===== src/rtl/ps2_keypad_entry_ctrl.sv =====
// ps2_keypad_entry_ctrl
// Turns the PS/2 scan-code byte stream into a fixed-length BCD entry
// (spot ID / PIN). Prefix bytes (F0 break, E0 extended) are stripped,
// digits from the main row and the keypad are accepted, Backspace/Esc/Enter
// edit or finish the entry, and an idle partial entry is discarded after
// TIMEOUT_CYC cycles. A finished entry is held until entry_ack.
//
// state   | meaning
// --------+------------------------------------------------------------
// IDLE    | no digits collected; waiting for the first digit
// COLLECT | 1..NUM_DIGITS digits collected; editing, idle timer running
// HOLD    | complete entry presented on entry_code, waiting for ack
module ps2_keypad_entry_ctrl #(
  parameter int NUM_DIGITS  = 4,
  parameter int TIMEOUT_CYC = 250000000,
  parameter int TW          = 28
) (
  input  logic                              sys_clk,
  input  logic                              reset,
  input  logic                              code_valid,
  input  logic [7:0]                        code_in,
  input  logic                              entry_ack,
  output logic [4*NUM_DIGITS-1:0]           entry_code,
  output logic                              entry_valid,
  output logic                              entry_abort,
  output logic [$clog2(NUM_DIGITS+1)-1:0]   digit_count,
  output logic                              busy
);

  localparam int DW = 4 * NUM_DIGITS;
  localparam int CW = $clog2(NUM_DIGITS + 1);

  localparam logic [7:0]    BYTE_BRK  = 8'hF0;
  localparam logic [7:0]    BYTE_EXT  = 8'hE0;
  localparam logic [7:0]    KEY_ENTER = 8'h5A;
  localparam logic [7:0]    KEY_BKSP  = 8'h66;
  localparam logic [7:0]    KEY_ESC   = 8'h76;

  localparam logic [CW-1:0] CNT_FULL  = CW'(NUM_DIGITS);
  localparam logic [CW-1:0] CNT_ONE   = CW'(1);
  localparam logic [TW-1:0] TMR_LAST  = TW'(TIMEOUT_CYC - 1);
  localparam logic [TW-1:0] TMR_ONE   = TW'(1);

  typedef enum logic [1:0] {
    IDLE    = 2'd0,
    COLLECT = 2'd1,
    HOLD    = 2'd2
  } state_t;

  state_t        state, state_n;
  logic [DW-1:0] code_q, code_n;
  logic [CW-1:0] count_q, count_n;
  logic [TW-1:0] timer_q, timer_n;
  logic          brk_q, brk_n;
  logic          ext_q, ext_n;
  logic          abort_q, abort_n;

  logic          digit_hit;
  logic [3:0]    digit_val;
  logic          enter_hit;
  logic          bksp_hit;
  logic          esc_hit;
  logic          key_byte;
  logic          key_any;
  logic [DW-1:0] code_shl;

  // Key classification of the current byte; only meaningful when key_byte is set.
  always_comb begin
    digit_hit = 1'b0;
    digit_val = 4'd0;
    if (!ext_q) begin
      case (code_in)
        8'h45, 8'h70: begin digit_hit = 1'b1; digit_val = 4'd0; end
        8'h16, 8'h69: begin digit_hit = 1'b1; digit_val = 4'd1; end
        8'h1E, 8'h72: begin digit_hit = 1'b1; digit_val = 4'd2; end
        8'h26, 8'h7A: begin digit_hit = 1'b1; digit_val = 4'd3; end
        8'h25, 8'h6B: begin digit_hit = 1'b1; digit_val = 4'd4; end
        8'h2E, 8'h73: begin digit_hit = 1'b1; digit_val = 4'd5; end
        8'h36, 8'h74: begin digit_hit = 1'b1; digit_val = 4'd6; end
        8'h3D, 8'h6C: begin digit_hit = 1'b1; digit_val = 4'd7; end
        8'h3E, 8'h75: begin digit_hit = 1'b1; digit_val = 4'd8; end
        8'h46, 8'h7D: begin digit_hit = 1'b1; digit_val = 4'd9; end
        default:      begin digit_hit = 1'b0; digit_val = 4'd0; end
      endcase
    end
    enter_hit = (code_in == KEY_ENTER);
    bksp_hit  = (code_in == KEY_BKSP) && !ext_q;
    esc_hit   = (code_in == KEY_ESC)  && !ext_q;
    key_byte  = code_valid && !brk_q && (code_in != BYTE_BRK) && (code_in != BYTE_EXT);
    key_any   = key_byte && (digit_hit || enter_hit || bksp_hit || esc_hit);
    code_shl  = (code_q << 4) | {{(DW-4){1'b0}}, digit_val};
  end

  // Next-state and output decode; key handling takes priority over timer expiry.
  always_comb begin
    state_n = state;
    code_n  = code_q;
    count_n = count_q;
    timer_n = timer_q;
    brk_n   = brk_q;
    ext_n   = ext_q;
    abort_n = 1'b0;

    // Prefix tracking is shared by IDLE and COLLECT; HOLD overrides it below.
    if (code_valid) begin
      if (code_in == BYTE_BRK) begin
        brk_n = 1'b1;
      end else if (code_in == BYTE_EXT) begin
        ext_n = 1'b1;
      end else begin
        brk_n = 1'b0;
        ext_n = 1'b0;
      end
    end

    case (state)
      IDLE: begin
        if (key_byte && digit_hit) begin
          code_n  = {{(DW-4){1'b0}}, digit_val};
          count_n = CNT_ONE;
          state_n = COLLECT;
        end
      end

      COLLECT: begin
        if (key_any) begin
          timer_n = '0;
          if (digit_hit) begin
            if (count_q < CNT_FULL) begin
              code_n  = code_shl;
              count_n = count_q + CNT_ONE;
            end
          end else if (bksp_hit) begin
            code_n  = code_q >> 4;
            count_n = count_q - CNT_ONE;
            if (count_q == CNT_ONE) begin
              state_n = IDLE;
            end
          end else if (esc_hit) begin
            abort_n = 1'b1;
            code_n  = '0;
            count_n = '0;
            state_n = IDLE;
          end else begin
            // Enter: only a full entry is accepted, a short one is discarded.
            if (count_q == CNT_FULL) begin
              state_n = HOLD;
            end else begin
              abort_n = 1'b1;
              code_n  = '0;
              count_n = '0;
              state_n = IDLE;
            end
          end
        end else if (timer_q == TMR_LAST) begin
          abort_n = 1'b1;
          code_n  = '0;
          count_n = '0;
          state_n = IDLE;
        end else begin
          timer_n = timer_q + TMR_ONE;
        end
      end

      HOLD: begin
        brk_n = 1'b0;
        ext_n = 1'b0;
        if (entry_ack) begin
          code_n  = '0;
          count_n = '0;
          state_n = IDLE;
        end
      end

      default: begin
        state_n = IDLE;
        code_n  = '0;
        count_n = '0;
        brk_n   = 1'b0;
        ext_n   = 1'b0;
      end
    endcase

    // The idle timer only ever runs inside COLLECT.
    if (state_n != COLLECT) begin
      timer_n = '0;
    end
  end

  // State and datapath registers with synchronous reset.
  always_ff @(posedge sys_clk) begin
    if (reset) begin
      state   <= IDLE;
      code_q  <= '0;
      count_q <= '0;
      timer_q <= '0;
      brk_q   <= 1'b0;
      ext_q   <= 1'b0;
      abort_q <= 1'b0;
    end else begin
      state   <= state_n;
      code_q  <= code_n;
      count_q <= count_n;
      timer_q <= timer_n;
      brk_q   <= brk_n;
      ext_q   <= ext_n;
      abort_q <= abort_n;
    end
  end

  assign entry_code  = code_q;
  assign digit_count = count_q;
  assign entry_abort = abort_q;
  assign entry_valid = (state == HOLD);
  assign busy        = (state != IDLE);

endmodule


===== config.mk =====
export PLATFORM = sky130hd
export DESIGN_NAME = ps2_keypad_entry_ctrl
export DESIGN_NICKNAME = d
export VERILOG_FILES = /design/src/rtl/ps2_keypad_entry_ctrl.sv
export SDC_FILE = /design/constraint.sdc
export NUM_CORES = 1
export LEC_CHECK = 0
export ABC_AREA = 1
export CAP_MARGIN = 15
export CELL_PAD_IN_SITES_DETAIL_PLACEMENT = 0
export CELL_PAD_IN_SITES_GLOBAL_PLACEMENT = 1
export CORE_UTILIZATION = 41
export DETAILED_ROUTE_END_ITERATION = 12
export PLACE_DENSITY = 0.92
export SLEW_MARGIN = 20
export SYNTH_ARGS = -nofsm -noshare
export SYNTH_HDL_FRONTEND = slang
export SYNTH_SLANG_ARGS = --single-unit

===== constraint.sdc =====
create_clock -name sys_clk -period 2.9 [get_ports sys_clk]
set_input_delay 0.435 -clock sys_clk [delete_from_list [all_inputs] [get_ports sys_clk]]
set_output_delay 0.435 -clock sys_clk [all_outputs]
set_load 0.01 [all_outputs]

==> results of run 1 <==
## through the flow
stage / utilization, % / power [mW] / cell area (um2) / std cells / hold slack (ns)
after floorplan: - / 0.921 / 4000 / 669 / 0.430
after global placement: 48.5 / 1.01 / 4520 / 824 / 0.440
after detailed placement: 48.5 / 1.02 / 4520 / 824 / 0.448
after CTS: 49.5 / 1.46 / 4620 / 832 / 0.462
after global routing: 49.5 / 1.52 / 4620 / 832 / 0.488
final: 49.5 / 1.45 / 4620 / 832 / 0.460
## worst max-delay path, cell delays in order
cell	delay (ns)
clkdlybuf4s50_1	0.53
inv_1	0.09
nand2_2	0.10
nor2_4	0.05
nand2_1	0.06
nand2_1	0.09
nor2_2	0.15
nand2_2	0.08
nand2_2	0.13
nand4_4	0.18
nand2_2	0.14
nand2_2	0.14
inv_2	0.28
nand2_1	0.09
o21ai_0	0.08
inv_1	0.05
nor2_1	0.10
## metal layers
layer / part of all wire [%] / track usage [%]
met1: 51 / 32.3
met2: 43 / 33.6
met3: 4.9 / 2.84
met4: 0.65 / 4.35
met5: 0 / 0
## area by class of cell
| class | instances | area (um2) |
|---|---|---|
| inverters | 89 | 337 |
| clock inverters | 3 | 27.5 |
| fillers | 977 | 4710 |
| well taps | 129 | 161 |
| repair buffers | 47 | 485 |
| multi-input cells | 507 | 2500 |
| flip-flops and latches | 52 | 1040 |
| clock buffers | 5 | 68.8 |
## power by group through the flow
stage,logic (mW),clock network [mW],registers [mW]
after floorplan,0.149,0,0.772
after global placement,0.244,0,0.770
after detailed placement,0.246,0,0.770
after CTS,0.247,0.465,0.753
after global routing,0.275,0.495,0.756
final,0.246,0.454,0.753
## worst paths after layout
check                             endpoint  depth (start not counted)  slack [ns]                     from
setup / recovery  timer_q[17]$_SDFFE_PP0P_                         17        0.38               code_in[4]
hold / removal          brk_q$_SDFFE_PP0P_                          2        0.46       brk_q$_SDFFE_PP0P_
hold reg to reg         brk_q$_SDFFE_PP0P_                          2        0.46       brk_q$_SDFFE_PP0P_
setup reg to reg  timer_q[17]$_SDFFE_PP0P_                         13        0.51  timer_q[1]$_SDFFE_PP0P_
## registers in the layout, summed over array words and instances, names as in the netlist
register     count
entry_abort      1
ext_q            1
timer_q         28
brk_q            1
state            2
entry_code      16
digit_count      3
## cell usage in the layout (no fill, tap or decap), drive strengths merged
cell type / synthesis / layout
xnor2: 1 / 1
o21ai: 22 / 22
nor4: 9 / 9
a21oi: 20 / 20
nand2: 204 / 204
clkdlybuf4s50: 0 / 33
nand3b: 1 / 1
clkinv: 0 / 1
nor3: 14 / 14
inv: 89 / 90
nand3: 39 / 39
clkbuf: 7 / 5
ha: 5 / 5
a22oi: 2 / 2
nor3b: 1 / 1
dfxtp: 52 / 52
nor2: 136 / 136
nor2b: 1 / 1
xor2: 16 / 16
or2: 4 / 4
buf: 14 / 14
clkinvlp: 0 / 1
nand4: 32 / 32
## logic make-up (layout without fill, tap and decap cells)
logic type,after synthesis,count (layout),synth area share [%]
DFF,52,52,26.0
buffers and inverters,110,144,11.7
adders and majority gates,5,5,1.56
and+or+nand+nor,441,441,51.2
AOI/OAI and AO/OA,44,44,5.72
xor gates and xnor gates,17,17,3.72
==> results.json, run 1 <==
{
  "status": "finished, final reports clean",
  "power_switching_uw": 442,
  "ant_nets": 0,
  "gr-total-overflow": 0,
  "tightest_slew_ns": 0.568,
  "yosysWarnings": 0,
  "clkLatencyLatePin_ns": 0.32,
  "cp_max_fo": 17,
  "finalMaxSlewViolations": 0,
  "synth_flop_cell": "dfxtp_1",
  "via_count": 4113,
  "postCtsSetupRepairBufs": 0,
  "antenna_found_initial": 0,
  "syn2layout_area_growth_pct": 15.5,
  "port_buffers": 33,
  "dieArea_um2": 10200,
  "firstDrtPassIters": 5,
  "htreeDepth": 2,
  "setup_violations": 0,
  "diodes": 0,
  "synth_area_per_cell_um2": 5.98,
  "clockBufferDepth": 2,
  "finalCritPeriodShare_pct": 86.8,
  "setup_ws_ns": 0.384,
  "cts_sinks": 52,
  "fmax_ghz": 0.397,
  "drt-total-wl_um": 10400,
  "syn_inst": 669,
  "internal_power_mw": 1.01,
  "grt_pass1_vias": 3668,
  "end_kind": "register",
  "grt_pass1_wl_um": 17700,
  "leakage_nw": 1.85,
  "p_seq_share_pct": 51.8,
  "yosysTopAreaCellShare_pct": 26.0,
  "max_slew_margin_pct": 61.8,
  "clkPwrFrac_pct": 31.2,
  "synth_edf_count": 0,
  "post_drt_wl_per_cell_um": 12.5,
  "pin_count": 34,
  "drt-initial-drc-count": 258,
  "dpl.hpwl_um": 7930,
  "p_sw_share_pct": 30.4,
  "clock-skew-final_ns": 0.00963,
  "dp_slack_ns": 0.0514,
  "cp.arrival_ns": 2.77,
  "synthesis.nets": 686,
  "ctsHoldBuffers": 0,
  "grt_max_degree": 26,
  "hp-class": "register to register",
  "row_count": 35,
  "grtUsageTotal_pct": 21.8,
  "async_flop_share_pct": 0,
  "clockRootBuffer": "clkbuf_8",
  "ys_seq_area_share_pct": 26.0,
  "rsz0062_at_grt": "false",
  "cts_tree": "yes",
  "cts-buffers-inserted": 5,
  "fin_crit_ns": 2.52,
  "crit_type": "input pin to register",
  "die_h_um": 101,
  "initial_utilization_pct": 42.9,
  "clkSlewWorstSetupHoldPaths_ns": 0.11,
  "synth.most_common_cell": "nand2_1",
  "synth_top_area_cell": "dfxtp_1",
  "setup_tns_ns": 0,
  "startpoint_type": "input pin",
  "ys_ff_latch": 52,
  "syn_area_um2": 4000,
  "place.gp.congestion": 0.909,
  "finalHoldViolCount": 0,
  "post-route-drc-count": 0,
  "peakVddDrop_mv": 0.180,
  "drive_gt1_share_pct": 9.96,
  "die_w_um": 101,
  "post_drt_via_cell_ratio": 4.94,
  "fp.coreArea_um2": 9330,
  "cp.required_ns": 3.16,
  "synth_area_leaders": "dfxtp_1, nand2_1, nor2_1, inv_1, nand4_1",
  "yosysUniqueCellTypes": 36,
  "drv_cap": 0,
  "p_per_area_nw_per_um2": 315,
  "synth_top_cells_by_count": "nand2_1, nor2_1, inv_1",
  "nets": 719,
  "ctsResizeCount": 0,
  "pwr-share-comb_pct": 16.9
}
Power figures use the tool's default switching activity.
==> run 2, diff against run 1 <==
--- a/config.mk
+++ b/config.mk
@@ -10,9 +10,9 @@
 export CELL_PAD_IN_SITES_DETAIL_PLACEMENT = 0
 export CELL_PAD_IN_SITES_GLOBAL_PLACEMENT = 1
 export CORE_UTILIZATION = 41
+export CTS_CLUSTER_SIZE = 14
 export DETAILED_ROUTE_END_ITERATION = 12
 export PLACE_DENSITY = 0.92
-export SLEW_MARGIN = 20
 export SYNTH_ARGS = -nofsm -noshare
 export SYNTH_HDL_FRONTEND = slang
 export SYNTH_SLANG_ARGS = --single-unit
==> results of run 2 <==
Final layout, timing and power as in run 1 (identical DEF).
==> run 3, diff against run 2 <==
--- a/config.mk
+++ b/config.mk
@@ -9,10 +9,11 @@
 export CAP_MARGIN = 15
 export CELL_PAD_IN_SITES_DETAIL_PLACEMENT = 0
 export CELL_PAD_IN_SITES_GLOBAL_PLACEMENT = 1
-export CORE_UTILIZATION = 41
+export CORE_UTILIZATION = 37
 export CTS_CLUSTER_SIZE = 14
 export DETAILED_ROUTE_END_ITERATION = 12
-export PLACE_DENSITY = 0.92
+export PLACE_DENSITY = 0.88
+export REMOVE_ABC_BUFFERS = 1
 export SYNTH_ARGS = -nofsm -noshare
 export SYNTH_HDL_FRONTEND = slang
 export SYNTH_SLANG_ARGS = --single-unit
==> constraint.sdc (replaced) <==
create_clock -name sys_clk -period 2 [get_ports sys_clk]
set_input_delay 0.3 -clock sys_clk [delete_from_list [all_inputs] [get_ports sys_clk]]
set_output_delay 0.3 -clock sys_clk [all_outputs]
set_load 0.01 [all_outputs]
==> run 3 against run 2 <==
Clock-buffer cell count grew 1. Worst setup slack got worse by 0.30 ns. Via count grew 13%. Clock power up 74%. Flip-flop and latch count did not move. Power is 62% higher. Combinational power is 95% higher.
==> results.json, run 3 (synthesis results as in run 1) <==
{
  "initial_utilization_pct": 38.4,
  "dp_cells": 888,
  "syn2layout_area_growth_pct": 40.6,
  "post_drt_wl_per_cell_um": 13.8,
  "internal_power_mw": 1.68,
  "finalHoldViolCount": 0,
  "wl_met3_um": 663,
  "fillers": 985,
  "clockRootBuffer": "clkbuf_8",
  "antenna_found_initial": 0,
  "dr_wl_met2_um": 6430,
  "hold_end": "brk_q$_SDFFE_PP0P_",
  "worstRegToRegCells": 13,
  "fin_crit_ns": 1.91,
  "grt_pass1_wl_um": 20800,
  "leakage_nw": 2.36,
  "cp.arrival_ns": 2.13,
  "pwr-share-comb_pct": 20.3,
  "fmax_ghz": 0.523,
  "clock-skew-final_ns": 0.00960,
  "r2r-start": "timer_q[0]$_SDFFE_PP0P_",
  "maxUsedRoutingLayer": "met4",
  "tightest_slew_ns": 0.342,
  "top_register": "timer_q",
  "finalCritPeriodShare_pct": 95.6,
  "startpoint_type": "input pin",
  "post-route-drc-count": 0,
  "ant_nets": 0,
  "cts-buffers-inserted": 5,
  "status": "finished, final reports clean",
  "htreeDepth": 2,
  "dpl.hpwl_um": 8600,
  "post_drt_via_cell_ratio": 5.08,
  "holdPathStages": 2,
  "cp.required_ns": 2.22,
  "grt_pass1_vias": 4560,
  "multi_input_area_um2": 2850,
  "final_common_cell": "nand2_1",
  "ctsHoldBuffers": 0,
  "p_per_area_nw_per_um2": 420,
  "met1Wirelength_um": 5260,
  "nets": 798,
  "hp-start": "brk_q$_SDFFE_PP0P_",
  "end_kind": "register",
  "p_sw_share_pct": 28.9,
  "drt-initial-drc-count": 272,
  "via_count": 4663,
  "clkPwrFrac_pct": 33.5,
  "largest_reg_flops": 28,
  "grtUsageTotal_pct": 22.8,
  "stdcell_count": 918,
  "clockBufferDepth": 2,
  "p_seq_share_pct": 46.1,
  "grt_max_degree": 25,
  "drv_cap": 0,
  "drive_gt1_share_pct": 28.0,
  "die_h_um": 106,
  "port_buffers": 33,
  "setup_violations": 0,
  "regArea_um2": 1050,
  "rsz0062_at_grt": "true",
  "peakVddDrop_mv": 0.259,
  "max_slew_margin_pct": 77.0,
  "setup_ws_ns": 0.0876,
  "dp_slack_ns": -0.738,
  "hp-class": "register to register",
  "r2r_end": "timer_q[26]$_SDFFE_PP0P_",
  "pin_count": 34,
  "place.gp.congestion": 0.956,
  "drt-total-wl_um": 12700,
  "dieArea_um2": 11200,
  "finalMaxSlewViolations": 0,
  "firstDrtPassIters": 4,
  "power_switching_uw": 682,
  "fp.coreArea_um2": 10400,
  "diodes": 0,
  "clkSlewWorstSetupHoldPaths_ns": 0.10,
  "final_cell_mix": "nand2_1, nor2_1, buf_4, inv_1, dfxtp_1",
  "gr-total-overflow": 0,
  "clkLatencyLatePin_ns": 0.31,
  "cp_max_fo": 7,
  "row_count": 37,
  "final_util_pct": 54.0,
  "r2r_setup_slack_ns": 0.10,
  "die_w_um": 106,
  "cts_tree": "yes",
  "setup_tns_ns": 0,
  "crit_type": "input pin to register",
  "cts_sinks": 52
}
[run 3: changes by cell type in the layout (fill, tap and decap cells not counted), moves of 5 or more]
cell | before | now
buf_4 | 10 | 75
buf_6 | 0 | 7
clkbuf_2 | 0 | 8
clkdlybuf4s50_1 | 33 | 25
dfxtp_1 | 52 | 47
inv_1 | 79 | 71
inv_2 | 9 | 17
nand2_1 | 191 | 173
nand2_2 | 9 | 18
nand2_4 | 3 | 11
nor2_1 | 117 | 104
nor2_4 | 11 | 24
[run 3: layout make-up]
class,instances,area share [%]
Sequential cell,52,18.7
Multi-Input combinational cell,510,50.7
Timing Repair Buffer,123,19.5
Inverter,89,5.98
Clock inverter,2,0.690
Clock buffer,6,1.47
Tap cell,136,3.03
[run 3: repair_timing]
item,4_1_cts,5_1_grt
endpoints found under the hold margin,0,0
buffers inserted,17,3
pin swaps,18,34
endpoints found under the setup margin,49,49
cloned,5,0
resized for setup,60,68
[run 3: routing by layer]
layer | GRT usage [%] | vias to the layer above
met1 | 27.1 | 2147
met5 | 0 | -
met3 | 2.88 | 31
met4 | 8.83 | 0
met2 | 41.3 | 155
li1 | - | 2330
[run 3: power groups by stage]
stage               registers [mW]  clock network, mW  logic [mW]
detailed placement            1.11                  0       0.399
floorplan                     1.12                  0       0.195
global placement              1.11                  0       0.393
global route                  1.09              0.844       0.523
CTS                           1.09              0.810       0.465
finish                        1.09              0.791       0.480
[run 3: worst max-delay path by stage]
| stage | slack [ns] | startpoint | end | cells after the start |
|---|---|---|---|---|
| 2_1_floorplan | -0.80 | timer_q[0]$_SDFFE_PP0P_ | timer_q[0]$_SDFFE_PP0P_ | 10 |
| 3_3_place_gp | -0.66 | code_in[6] | entry_abort$_SDFF_PP0_ | 15 |
| 3_5_place_dp | -0.74 | code_in[4] | entry_abort$_SDFF_PP0_ | 15 |
| 4_1_cts | 0.002 | code_in[5] | timer_q[19]$_SDFFE_PP0P_ | 16 |
| 5_1_grt | -0.05 | code_in[5] | timer_q[7]$_SDFFE_PP0P_ | 17 |
| 6_report | 0.09 | code_in[5] | timer_q[25]$_SDFFE_PP0P_ | 17 |
[run 3: per-stage QoR]
step	hold WS [ns]	cell area (um2)	power (mW)
global placement	0.441	4960	1.51
floorplan	0.369	3870	1.31
CTS	0.479	5480	2.37
detailed placement	0.446	4960	1.51
global route	0.491	5620	2.46
finish	0.475	5620	2.36
[run 3: critical path, stage by stage]
cell and delay [ns]:
clkbuf_2 0.14, inv_1 0.09, nand2_1 0.09, nor2_2 0.20, nand2_1 0.09, nand2_1 0.13, nor2_4 0.05, nand3_2 0.08
nand2_4 0.08, nand4_4 0.14, nand2_4 0.09, nand2_8 0.10, inv_4 0.04, o21ai_4 0.20, buf_4 0.16, buf_12 0.11
nor2_1 0.04
